## src/rtl/uart_rx.sv

```systemverilog
`default_nettype none
// ============================================================================
//  Module   : uart_rx
//  Purpose  : 16x oversampling UART receiver. Recovers 8N1 bytes from the
//             asynchronous host line and offers them on a valid/ready byte
//             interface. Framing errors and overruns are one-cycle pulses.
//             Optional feature macro: UART_RX_PARITY_EN (8E1 framing with
//             an even-parity check; parity_err tied low when undefined).
//  Ports    : clk        - system clock
//             rst        - synchronous active-high reset
//             rxd        - asynchronous serial line, idle high
//             data       - received byte, LSB = first data bit
//             valid      - data holds an unconsumed byte
//             ready      - consumer accepts data when valid && ready
//             frame_err  - pulse: stop bit sampled low
//             overrun    - pulse: completed byte dropped, holding reg full
//             parity_err - pulse: parity mismatch (feature build only)
//  Revision : 1.0 - initial release
// ============================================================================
module uart_rx #(
    parameter int CLK_FREQ_HZ = 24180000,
    parameter int BAUD        = 115200,
    parameter int DIV         = (CLK_FREQ_HZ + 8 * BAUD) / (16 * BAUD)
) (
    input  logic       clk,
    input  logic       rst,
    input  logic       rxd,
    output logic [7:0] data,
    output logic       valid,
    input  logic       ready,
    output logic       frame_err,
    output logic       overrun,
    output logic       parity_err
);

    localparam int             c_cnt_w     = (DIV > 1) ? $clog2(DIV) : 1;
    localparam logic [c_cnt_w-1:0] c_tick_last = c_cnt_w'(DIV - 1);

    typedef enum logic [2:0] {
        S_IDLE   = 3'd0,
        S_START  = 3'd1,
        S_DATA   = 3'd2,
`ifdef UART_RX_PARITY_EN
        S_PARITY = 3'd3,
`endif
        S_STOP   = 3'd4,
        S_BREAK  = 3'd5
    } state_t;

    // ------------------------------------------------------------------
    // Input synchroniser (reset to the idle-line level)
    // ------------------------------------------------------------------
    logic sync1_q, sync2_q;
    logic w_rxs;

    always_ff @(posedge clk) begin
        if (rst) begin
            sync1_q <= 1'b1;
            sync2_q <= 1'b1;
        end else begin
            sync1_q <= rxd;
            sync2_q <= sync1_q;
        end
    end

    assign w_rxs = sync2_q;

    // ------------------------------------------------------------------
    // Receive state machine
    // ------------------------------------------------------------------
    state_t             state_q, state_d;
    logic [c_cnt_w-1:0] cnt_q, cnt_d;
    logic [3:0]         os_q, os_d;
    logic [2:0]         idx_q, idx_d;
    logic [7:0]         shift_q, shift_d;
    logic               deliver_q, deliver_d;
    logic               ferr_d;
    logic               w_tick;
`ifdef UART_RX_PARITY_EN
    logic               pbad_q, pbad_d;
`endif

    assign w_tick = (cnt_q == c_tick_last);

    always_ff @(posedge clk) begin
        if (rst) begin
            state_q   <= S_IDLE;
            cnt_q     <= '0;
            os_q      <= '0;
            idx_q     <= '0;
            shift_q   <= '0;
            deliver_q <= 1'b0;
`ifdef UART_RX_PARITY_EN
            pbad_q    <= 1'b0;
`endif
        end else begin
            state_q   <= state_d;
            cnt_q     <= cnt_d;
            os_q      <= os_d;
            idx_q     <= idx_d;
            shift_q   <= shift_d;
            deliver_q <= deliver_d;
`ifdef UART_RX_PARITY_EN
            pbad_q    <= pbad_d;
`endif
        end
    end

    always_comb begin
        state_d   = state_q;
        cnt_d     = w_tick ? '0 : cnt_q + c_cnt_w'(1);
        os_d      = os_q;
        idx_d     = idx_q;
        shift_d   = shift_q;
        deliver_d = 1'b0;
        ferr_d    = 1'b0;
`ifdef UART_RX_PARITY_EN
        pbad_d    = pbad_q;
`endif

        case (state_q)
            S_IDLE: begin
                // Restart the tick phase on the edge so the start-bit
                // midpoint lands exactly 8 ticks later.
                if (!w_rxs) begin
                    state_d = S_START;
                    os_d    = '0;
                    cnt_d   = '0;
                end
            end

            S_START: begin
                if (w_tick) begin
                    if (os_q == 4'd7) begin
                        if (!w_rxs) begin
                            state_d = S_DATA;
                            os_d    = '0;
                            idx_d   = '0;
                        end else begin
                            state_d = S_IDLE;   // glitch, not a real start
                        end
                    end else begin
                        os_d = os_q + 4'd1;
                    end
                end
            end

            S_DATA: begin
                if (w_tick) begin
                    os_d = os_q + 4'd1;
                    if (os_q == 4'd15) begin
                        // Shift in from the top: after 8 bits the first
                        // received bit sits in bit 0.
                        shift_d = {w_rxs, shift_q[7:1]};
                        if (idx_q == 3'd7) begin
`ifdef UART_RX_PARITY_EN
                            state_d = S_PARITY;
`else
                            state_d = S_STOP;
`endif
                        end else begin
                            idx_d = idx_q + 3'd1;
                        end
                    end
                end
            end

`ifdef UART_RX_PARITY_EN
            S_PARITY: begin
                if (w_tick) begin
                    os_d = os_q + 4'd1;
                    if (os_q == 4'd15) begin
                        pbad_d  = (w_rxs != (^shift_q));
                        state_d = S_STOP;
                    end
                end
            end
`endif

            S_STOP: begin
                if (w_tick) begin
                    os_d = os_q + 4'd1;
                    if (os_q == 4'd15) begin
                        if (w_rxs) begin
                            state_d   = S_IDLE;
                            deliver_d = 1'b1;
                        end else begin
                            state_d = S_BREAK;
                            ferr_d  = 1'b1;
                        end
                    end
                end
            end

            S_BREAK: begin
                if (w_rxs) begin
                    state_d = S_IDLE;
                end
            end

            default: begin
                state_d = S_IDLE;
            end
        endcase
    end

    // ------------------------------------------------------------------
    // Holding register and status pulses
    // ------------------------------------------------------------------
    logic [7:0] data_q;
    logic       valid_q;
    logic       frame_err_q;
    logic       overrun_q;

    always_ff @(posedge clk) begin
        if (rst) begin
            data_q      <= '0;
            valid_q     <= 1'b0;
            frame_err_q <= 1'b0;
            overrun_q   <= 1'b0;
        end else begin
            frame_err_q <= ferr_d;
            overrun_q   <= 1'b0;

            if (valid_q && ready) begin
                valid_q <= 1'b0;
            end

            if (deliver_q) begin
`ifdef UART_RX_PARITY_EN
                if (!pbad_q) begin
`endif
                    // A same-cycle consume frees the slot for the new byte.
                    if (!valid_q || ready) begin
                        data_q  <= shift_q;
                        valid_q <= 1'b1;
                    end else begin
                        overrun_q <= 1'b1;
                    end
`ifdef UART_RX_PARITY_EN
                end
`endif
            end
        end
    end

`ifdef UART_RX_PARITY_EN
    logic parity_err_q;

    always_ff @(posedge clk) begin
        if (rst) begin
            parity_err_q <= 1'b0;
        end else begin
            // Only reachable after a good stop bit, so a framing error
            // always wins over a parity error for the same byte.
            parity_err_q <= deliver_q && pbad_q;
        end
    end

    assign parity_err = parity_err_q;
`else
    assign parity_err = 1'b0;
`endif

    assign data      = data_q;
    assign valid     = valid_q;
    assign frame_err = frame_err_q;
    assign overrun   = overrun_q;

endmodule
`default_nettype wire

```

## config.mk

```make
export PLATFORM = sky130hd
export DESIGN_NAME = uart_rx
export DESIGN_NICKNAME = d
export VERILOG_FILES = /design/src/rtl/uart_rx.sv
export SDC_FILE = /design/constraint.sdc
export NUM_CORES = 1
export LEC_CHECK = 0
export CORE_MARGIN = 1.5
export CORE_UTILIZATION = 60
export DETAILED_ROUTE_END_ITERATION = 10
export PLACE_DENSITY = 0.8
export SETUP_SLACK_MARGIN = 0.3
export SKIP_LAST_GASP = 1
export SLEW_MARGIN = 20
export SYNTH_ARGS = -nofsm -noshare
export SYNTH_HDL_FRONTEND = slang
export SYNTH_SLANG_ARGS = --single-unit
```

## constraint.sdc

```tcl
create_clock -name clk -period 6 [get_ports clk]
set_input_delay 1.8 -clock clk [delete_from_list [all_inputs] [get_ports clk]]
set_output_delay 1.8 -clock clk [all_outputs]
set_load 0.03 [all_outputs]
```

==> results list, run 1 <==
- The clock tree synthesis step divided the H-tree into 2 levels.
* Total vias in the final route: ~1,300
* Clock latency on the worst-skew pair: 0.33 ns
* Synthesized net count: 190
- Result of the run: finished, final reports clean
* RSZ-0062 raised after global routing: false
- Non-filler instance count after layout: 223
- The initial utilization of the core area, before any placement, comes to 0.652.
- Measured on the finished design, the core utilization comes to 0.735.
- Entering global routing, the biggest net connects 34 pins.
- Layout net count: 201
- Clock skew on the completed layout was measured at around 0.011 ns.
- Clock slew at reported path FFs: roughly 0.11 ns
- Setup TNS: 0 ns
- At the end of routability-driven placement, the weighted congestion stood at 0.799.
- Post-cts sizing count: 0
- Longest Clk Path Bufs: 2
- The number of slew-limit violations in the final report is 0.
* Most used flip-flop cell after synthesis: sky130_fd_sc_hd__dfxtp_1
- Post-DRT Antenna Nets: 0
- The core region is 0.00254 sq mm.
* Share of final-layout standard cells stronger than drive strength 1: 0.0777
- Number of sinks handled by clock tree synthesis: 36
* WHS: 0.416 ns
* Setup crit end kind: flip-flop
* Hold Crit Class: flip-flop to flip-flop
- Worst Reg2Reg Path Length in Cells: 6
* Slew of the pin with the lowest slew margin: 1.10 ns
- The final hold violation count was 0.
- Average cell area after synthesis: 9.17 sq um
* TritonCTS clock tree: yes
- Buffers inserted to repair hold after CTS numbered 0.
- Dividing the detail-routed via count by the number of cells gives 5.91.
- FF+latch count, synth: 36
* Antenna violations before repair: 0
* Async S/R FF share, synth: 0
* Portion of the post-synthesis area used by sequential elements: 0.434
- In this run the static leakage power is 0.753 nW.
* Worst endpoint data arrival time: 3.70 ns
- Clock tree synthesis inserted a total of 5 buffers.
- In this run the core area contains 18 standard-cell rows.
- In this run the register-to-register setup slack is 3.91 ns.
- Peak supply drop: 0.000242 V
- Global router's overall resource usage: 0.225
- In this run, the number of DRC markers left after iteration 0 of detailed routing was between 70 and 80.
- Final critical path time including I/O delays and setup: between 3 and 4 ns
* Wire length per cell after detailed routing: 14.4 um
* Destination of the worst register-to-register timing path: idx_q[0]
* CP Launch Point: rst
- For this run, the number of Yosys warnings is 0.
- TritonRoute pass-1 iters: 4
- Of the available clock period, the critical path in the final layout requires 0.577.
- The number of global-route vias before repair came to about 1,200.
- The repair_antennas step left the layout with diodes totalling 0.
- Setup Crit Path Kind: input port to flip-flop
* Half-perimeter wire length after detailed placement: 2210 um
- I/O pins: 16
* Number of design rule violations left after detail routing: 0
- Post-Syn Area: 0.00166 sq mm
- Critical path destination: overrun
- Kind of launch point of the worst setup path: input port
* Post-synthesis cell type count: 49
- Post-synthesis cell count: 181
- The number of setup buffers added after CTS is 0.
- Measured along the x axis, the die boundary spans between 50 and 60 um.
* EDFF count, synth: 0
- Pwr/cell area: 282 mW/mm^2
- Across the run, the number of max-cap violations was 0.
- Wire length reported by the detailed router: 3210 um
- First-pass GRT wire length: 5520 um
* Number of port buffers: 14
- Die footprint: 0.00309 sq mm
- From synthesis to final layout, the design area changed by 12.7%.
- Library cell used as clock root buffer: sky130_fd_sc_hd__clkbuf_4
* Tightest slew margin relative to the limit: 0.264
* Number of setup violations in the final report: 0
* Maximum clock rate: 0.289 GHz
- At the worst endpoint, the required time is 6.24 ns.
- After detailed placement, the design holds a cell count of 215.
* Global route total overflow: 0
* Largest fanout on the critical path: 33
- Critical R2R Launch: os_q[0]
- Die height: 55.6 um
==> Yosys cell counts, drive strengths merged, types with 2 or more instances <==
cell / n / area [sq um]
dfxtp: 36 / 721
nor2: 26 / 105
mux2i: 18 / 180
nand2: 9 / 33.8
inv: 8 / 30.0
clkbuf: 7 / 26.3
nand3: 7 / 47.6
o21ai: 6 / 30.0
a21oi: 5 / 25.0
ha: 5 / 62.6
nor4: 5 / 31.3
a31o: 3 / 26.3
and2: 3 / 18.8
buf: 3 / 17.5
nor3: 3 / 15.0
or2: 3 / 18.8
a211oi: 2 / 15.0
and3: 2 / 17.5
nand2b: 2 / 12.5
nor2b: 2 / 12.5
o21a: 2 / 15.0
o22ai: 2 / 12.5
o311ai: 2 / 17.5
or3b: 2 / 17.5
xnor2: 2 / 17.5
==> layer usage <==
metal / part of all wire / track usage / routed length [um] / up-vias
met4: 0.015 / 0.0662 / 47 / 0
met3: 0.052 / 0.0698 / 167 / 7
met5: 0 / 0 / 0 / -
li1: - / - / - / 658
met1: 0.44 / 0.276 / 1410 / 619
met2: 0.49 / 0.378 / 1580 / 33
==> registers in the layout (all words and copies together) (netlist names) <==
| signal | count |
|---|---|
| data | 8 |
| shift_q | 8 |
| cnt_q | 4 |
| os_q | 4 |
| idx_q | 3 |
| state_q | 3 |
| deliver_q | 1 |
| frame_err | 1 |
| overrun | 1 |
| sync1_q | 1 |
| sync2_q | 1 |
| valid | 1 |
==> where the power goes <==
group / total, mW / internal (mW) / switching [mW] / leakage (nW)
clock: 0.166 / 0.0873 / 0.0783 / 0.0422
combinational: 0.0919 / 0.0403 / 0.0516 / 0.420
sequential: 0.270 / 0.249 / 0.0210 / 0.291
total: 0.527 / 0.376 / 0.151 / 0.753
==> how the worst min path moves through the flow <==
stage	startpoint	endpoint	cells past startpoint	slack [ns]
floorplan	sync1_q	sync2_q	1	0.39
global placement	sync1_q	sync2_q	1	0.39
detailed placement	sync1_q	sync2_q	1	0.39
CTS	sync1_q	sync2_q	1	0.42
global route	sync1_q	sync2_q	1	0.43
finish	sync1_q	sync2_q	1	0.42
==> placed cells by master (no fill, tap or decap), types with 2 or more instances in the layout <==
cell type and count:
sky130_fd_sc_hd__a211oi_1 2, sky130_fd_sc_hd__a21oi_1 5, sky130_fd_sc_hd__a31o_1 2, sky130_fd_sc_hd__and2_1 3, sky130_fd_sc_hd__clkbuf_4 5, sky130_fd_sc_hd__clkdlybuf4s50_1 14
sky130_fd_sc_hd__dfxtp_1 36, sky130_fd_sc_hd__ha_1 5, sky130_fd_sc_hd__inv_1 8, sky130_fd_sc_hd__mux2i_1 18, sky130_fd_sc_hd__nand2_1 9, sky130_fd_sc_hd__nand2b_1 2
sky130_fd_sc_hd__nand3_1 6, sky130_fd_sc_hd__nor2_1 25, sky130_fd_sc_hd__nor2b_1 2, sky130_fd_sc_hd__nor3_1 3, sky130_fd_sc_hd__nor4_1 5, sky130_fd_sc_hd__o21a_1 2
sky130_fd_sc_hd__o21ai_0 2, sky130_fd_sc_hd__o21ai_1 4, sky130_fd_sc_hd__o22ai_1 2, sky130_fd_sc_hd__or2_2 2, sky130_fd_sc_hd__or3b_1 2, sky130_fd_sc_hd__xnor2_1 2
==> logic make-up after synthesis <==
group	count (synthesis)	share of synthesized area
buf+inv	18	0.0445
other cells	1	0.00226
xor+xnor	3	0.0158
compound gates	30	0.124
flops	36	0.434
mux	19	0.118
fa+ha+maj	5	0.0377
simple gates	69	0.225
==> cell type report <==
cell class / instances / area [sq um]
clock inverters: 2 / 35.0
fillers: 196 / 674
repair buffers: 14 / 140
inverters: 8 / 30.0
flip-flops and latches: 36 / 721
clock buffers: 6 / 41.3
well taps: 30 / 37.5
multi-input cells: 127 / 866
==> per-stage QoR <==
| step | setup slack, ns | cell area [sq um] | power, mW |
|---|---|---|---|
| 2_1_floorplan | 3.21 | 1660 | 0.348 |
| 3_3_place_gp | 2.26 | 1790 | 0.359 |
| 3_5_place_dp | 2.20 | 1790 | 0.364 |
| 4_1_cts | 2.54 | 1870 | 0.528 |
| 5_1_grt | 2.45 | 1870 | 0.555 |
| 6_report | 2.54 | 1870 | 0.527 |
==> worst max-delay path, stage by stage <==
cell,delay (ns)
sky130_fd_sc_hd__clkdlybuf4s50_1,1.20
sky130_fd_sc_hd__inv_1,0.37
sky130_fd_sc_hd__and4_1,0.32
Note: power is estimated with default switching activity, not from simulation.
==> run 2: changes to the inputs <==
- CORE_UTILIZATION: 60 -> 50
- PLACE_DENSITY: 0.8 -> 0.71
- clock period: 6 -> 2.9 ns (I/O delays scaled with it)
==> results list, run 2 (same netlist as run 1, synthesis figures left out) <==
- Result of the run: finished, final reports clean
* Longest Clk Path Bufs: 2 (unchanged)
- Worst path top cell family by delay: buffers and inverters
- The worst max-slew margin expressed relative to the limit is 0.622 (+0.358).
- The die height was 60.6 um (+9.0%).
- Minimum setup slack after placement: 0.597 ns (-1.60 ns)
* Setup crit end kind: primary output
* Final number of max-transition violations: 0 (unchanged)
* Kind of launch point of the worst setup path: flip-flop
- Final critical path time including I/O delays and setup: approximately 2.3 ns
- The number of antenna violations at the first check in global routing is 0 (unchanged).
* Int Power: 0.718 mW (+91%)
* Most common library cell in the layout ignoring fill and taps: sky130_fd_sc_hd__dfxtp_1
* Worst endpoint data arrival time: 1.39 ns (-2.31 ns)
- TritonCTS clock tree: yes
* Post-cts sizing count: 0 (unchanged)
* Clock slew at reported path FFs: 0.10 ns (about the same)
- The clock skew after layout came to 0.00753 ns (-0.00363 ns).
- End of the worst hold path: sync2_q
- The depth of the worst hold-timing path was 1 (unchanged).
- The number of antenna-violating nets in the routed design was 0 (unchanged).
* Share of final-layout standard cells stronger than drive strength 1: 0.0872 (+0.00946)
* Placeable core region: 0.00310 sq mm (+22%)
* Worst Reg2Reg Path Length in Cells: 6 (unchanged)
- CP cell instances: clkdlybuf4s50_1
- Slew of the pin with the lowest slew margin: 0.566 ns (-0.534 ns)
- Number of inserted filler cells in the final layout: 296 (+51%)
- The average wire per standard cell is 13.1 um (-9.0%).
- Final worst slack: 0.636 ns (-1.90 ns)
- Number of setup violations in the final report: 0 (unchanged)
- The fraction of power spent switching nets came to 0.301 (+0.0144).
- Worst path bufs/invs: 1 (-1)
- From synthesis to final layout, the design area changed by 13.8%.
- Leaving out fill and tap cells, the most frequent cells in the layout are sky130_fd_sc_hd__dfxtp_1, sky130_fd_sc_hd__nor2_1, sky130_fd_sc_hd__mux2i_1.
- The total net switching power came to 0.308 mW (+100%).
- Slowest stage delay, CP: 0.68 ns (-0.52 ns)
* Number of design rule violations left after detail routing: 0 (unchanged)
- The largest fanout on the critical path was 4 (-88%).
* Wire length reported by the detailed router: 3130 um (-2.5%)
- The register-to-register setup slack came to 0.78 ns (-3.13 ns).
* Routability-driven placement congestion ratio: 0.771 (-3.5%)
* Number of sinks handled by clock tree synthesis: 36 (unchanged)
* Origin of the worst min-delay path: sync1_q
* Hold Crit Class: flip-flop to flip-flop
- Destination of the worst register-to-register timing path: idx_q[0]
- The die outline area is 0.00368 sq mm (+19%).
- First-pass GRT wire length: 5520 um (unchanged)
* Pwr/cell area: 543 mW/mm^2 (+93%)
* Post-CTS Repair Setup Buffers: 0 (unchanged)
- The violation count after the first detailed-route iteration is 79 (+9.7%).
* Diode insertion count for antenna repair: 0 (unchanged)
- Placement Rows: 20 (+2)
* Fraction of power consumed by combinational cells: 0.182 (+0.008)
- Pin count of the biggest net entering global routing: 20 (-41%)
* Number of hold-repair buffers added at the cts stage: 0 (unchanged)
* RSZ-0062 raised after global routing: false
* Initial cell density of the core: 0.535 (-0.117)
- The total number of H-tree levels is 2 (unchanged).
* Global route total overflow: 0 (unchanged)
* Via-to-Cell Ratio: 5.55 (-6.1%)
- The total number of vias was 1,326 (+0.68%).
* Static leakage: 0.751 nW (-0.23%)
- Clock latency on the worst-skew pair: 0.34 ns (about the same)
* Library cell used as clock root buffer: sky130_fd_sc_hd__clkbuf_4
- Total Power Consumption: 1.03 mW (+95%)
- In this run the critical register-to-register path is launched from os_q[0].
- Width of the chip: 60.6 um (+9.0%)
- The count of buffers from port buffering came to 14 (unchanged).
* Final clock period utilization by the worst path: 0.781
* Setup TNS: 0 ns (unchanged)
* Power share of the clock group: 0.272 (-0.042)
- Sequential Power Share: 0.546 (+0.034)
- Setup Crit Path Kind: flip-flop to primary output
- The critical path required time came to 2.03 ns (-4.21 ns).
- TritonRoute pass-1 iters: 4 (unchanged)
- Worst path slowest cell: sky130_fd_sc_hd__clkdlybuf4s50_1
- The detailed placement HPWL was 2330 um (+5.5%).
- I/O pins: 16 (unchanged)
* Number of buffers created by CTS: 5 (unchanged)
- Global router's overall resource usage: 0.201 (-0.0234)
- The number of max-cap violations was 0 (unchanged).
- Static timing analysis puts the maximum clock frequency at 0.442 GHz.
* Layout net count: 203 (+1.0%)
- Peak supply drop: 0.000380 V (+57%)
- The number of global-route vias before repair came to 1,264 (+2.8%).
- Hold violation count in the final report: 0 (unchanged)
-- run 2: cell count changes in the layout (fill, tap and decap cells not counted), sizes merged --
| cell | delta |
|---|---|
| buf | +2 |
| bufinv | -1 |
| clkbuf | +1 |
| clkinv | -1 |
| clkinvlp | +1 |
-- run 2: routing by layer --
metal  routed length, um  GRT usage  vias to the layer above
li1                    -          -                      661
met1                1370      0.260                      623
met2                1540      0.320                       33
met3                 145     0.0469                        9
met4                  71     0.0932                        0
met5                   0          0                        -
-- run 2: metrics by stage --
step	utilization	instances	hold WS (ns)	area, sq um
floorplan	-	181	0.389	1660
global placement	0.589	231	0.396	1830
detailed placement	0.589	231	0.401	1830
CTS	0.609	239	0.437	1890
global route	0.609	239	0.464	1890
finish	0.609	239	0.433	1890
-- run 2: area by class of cell --
| type | instances | area [sq um] | area share |
|---|---|---|---|
| Multi-Input combinational cell | 127 | 866 | 0.458 |
| Clock buffer | 7 | 55.1 | 0.0291 |
| Sequential cell | 36 | 721 | 0.381 |
| Timing Repair Buffer | 16 | 155 | 0.0821 |
| Inverter | 8 | 30.0 | 0.0159 |
| Tap cell | 44 | 55.1 | 0.0291 |
| Clock inverter | 1 | 7.51 | 0.00397 |
-- run 2: worst max-delay path by stage --
stage | from | endpoint | slack, ns | depth (start not counted)
CTS | valid | valid | 0.62 | 1
global route | valid | valid | 0.56 | 1
floorplan | os_q[0] | idx_q[0] | 0.99 | 6
global placement | rst | state_q[2] | 0.62 | 4
detailed placement | rst | state_q[2] | 0.60 | 3
finish | valid | valid | 0.64 | 1
-- run 2: power by group through the flow --
stage | clock network (mW) | logic, mW | registers, mW
detailed placement | 0 | 0.187 | 0.570
global route | 0.307 | 0.215 | 0.567
global placement | 0 | 0.178 | 0.566
floorplan | 0 | 0.183 | 0.536
finish | 0.279 | 0.187 | 0.560
CTS | 0.290 | 0.186 | 0.558
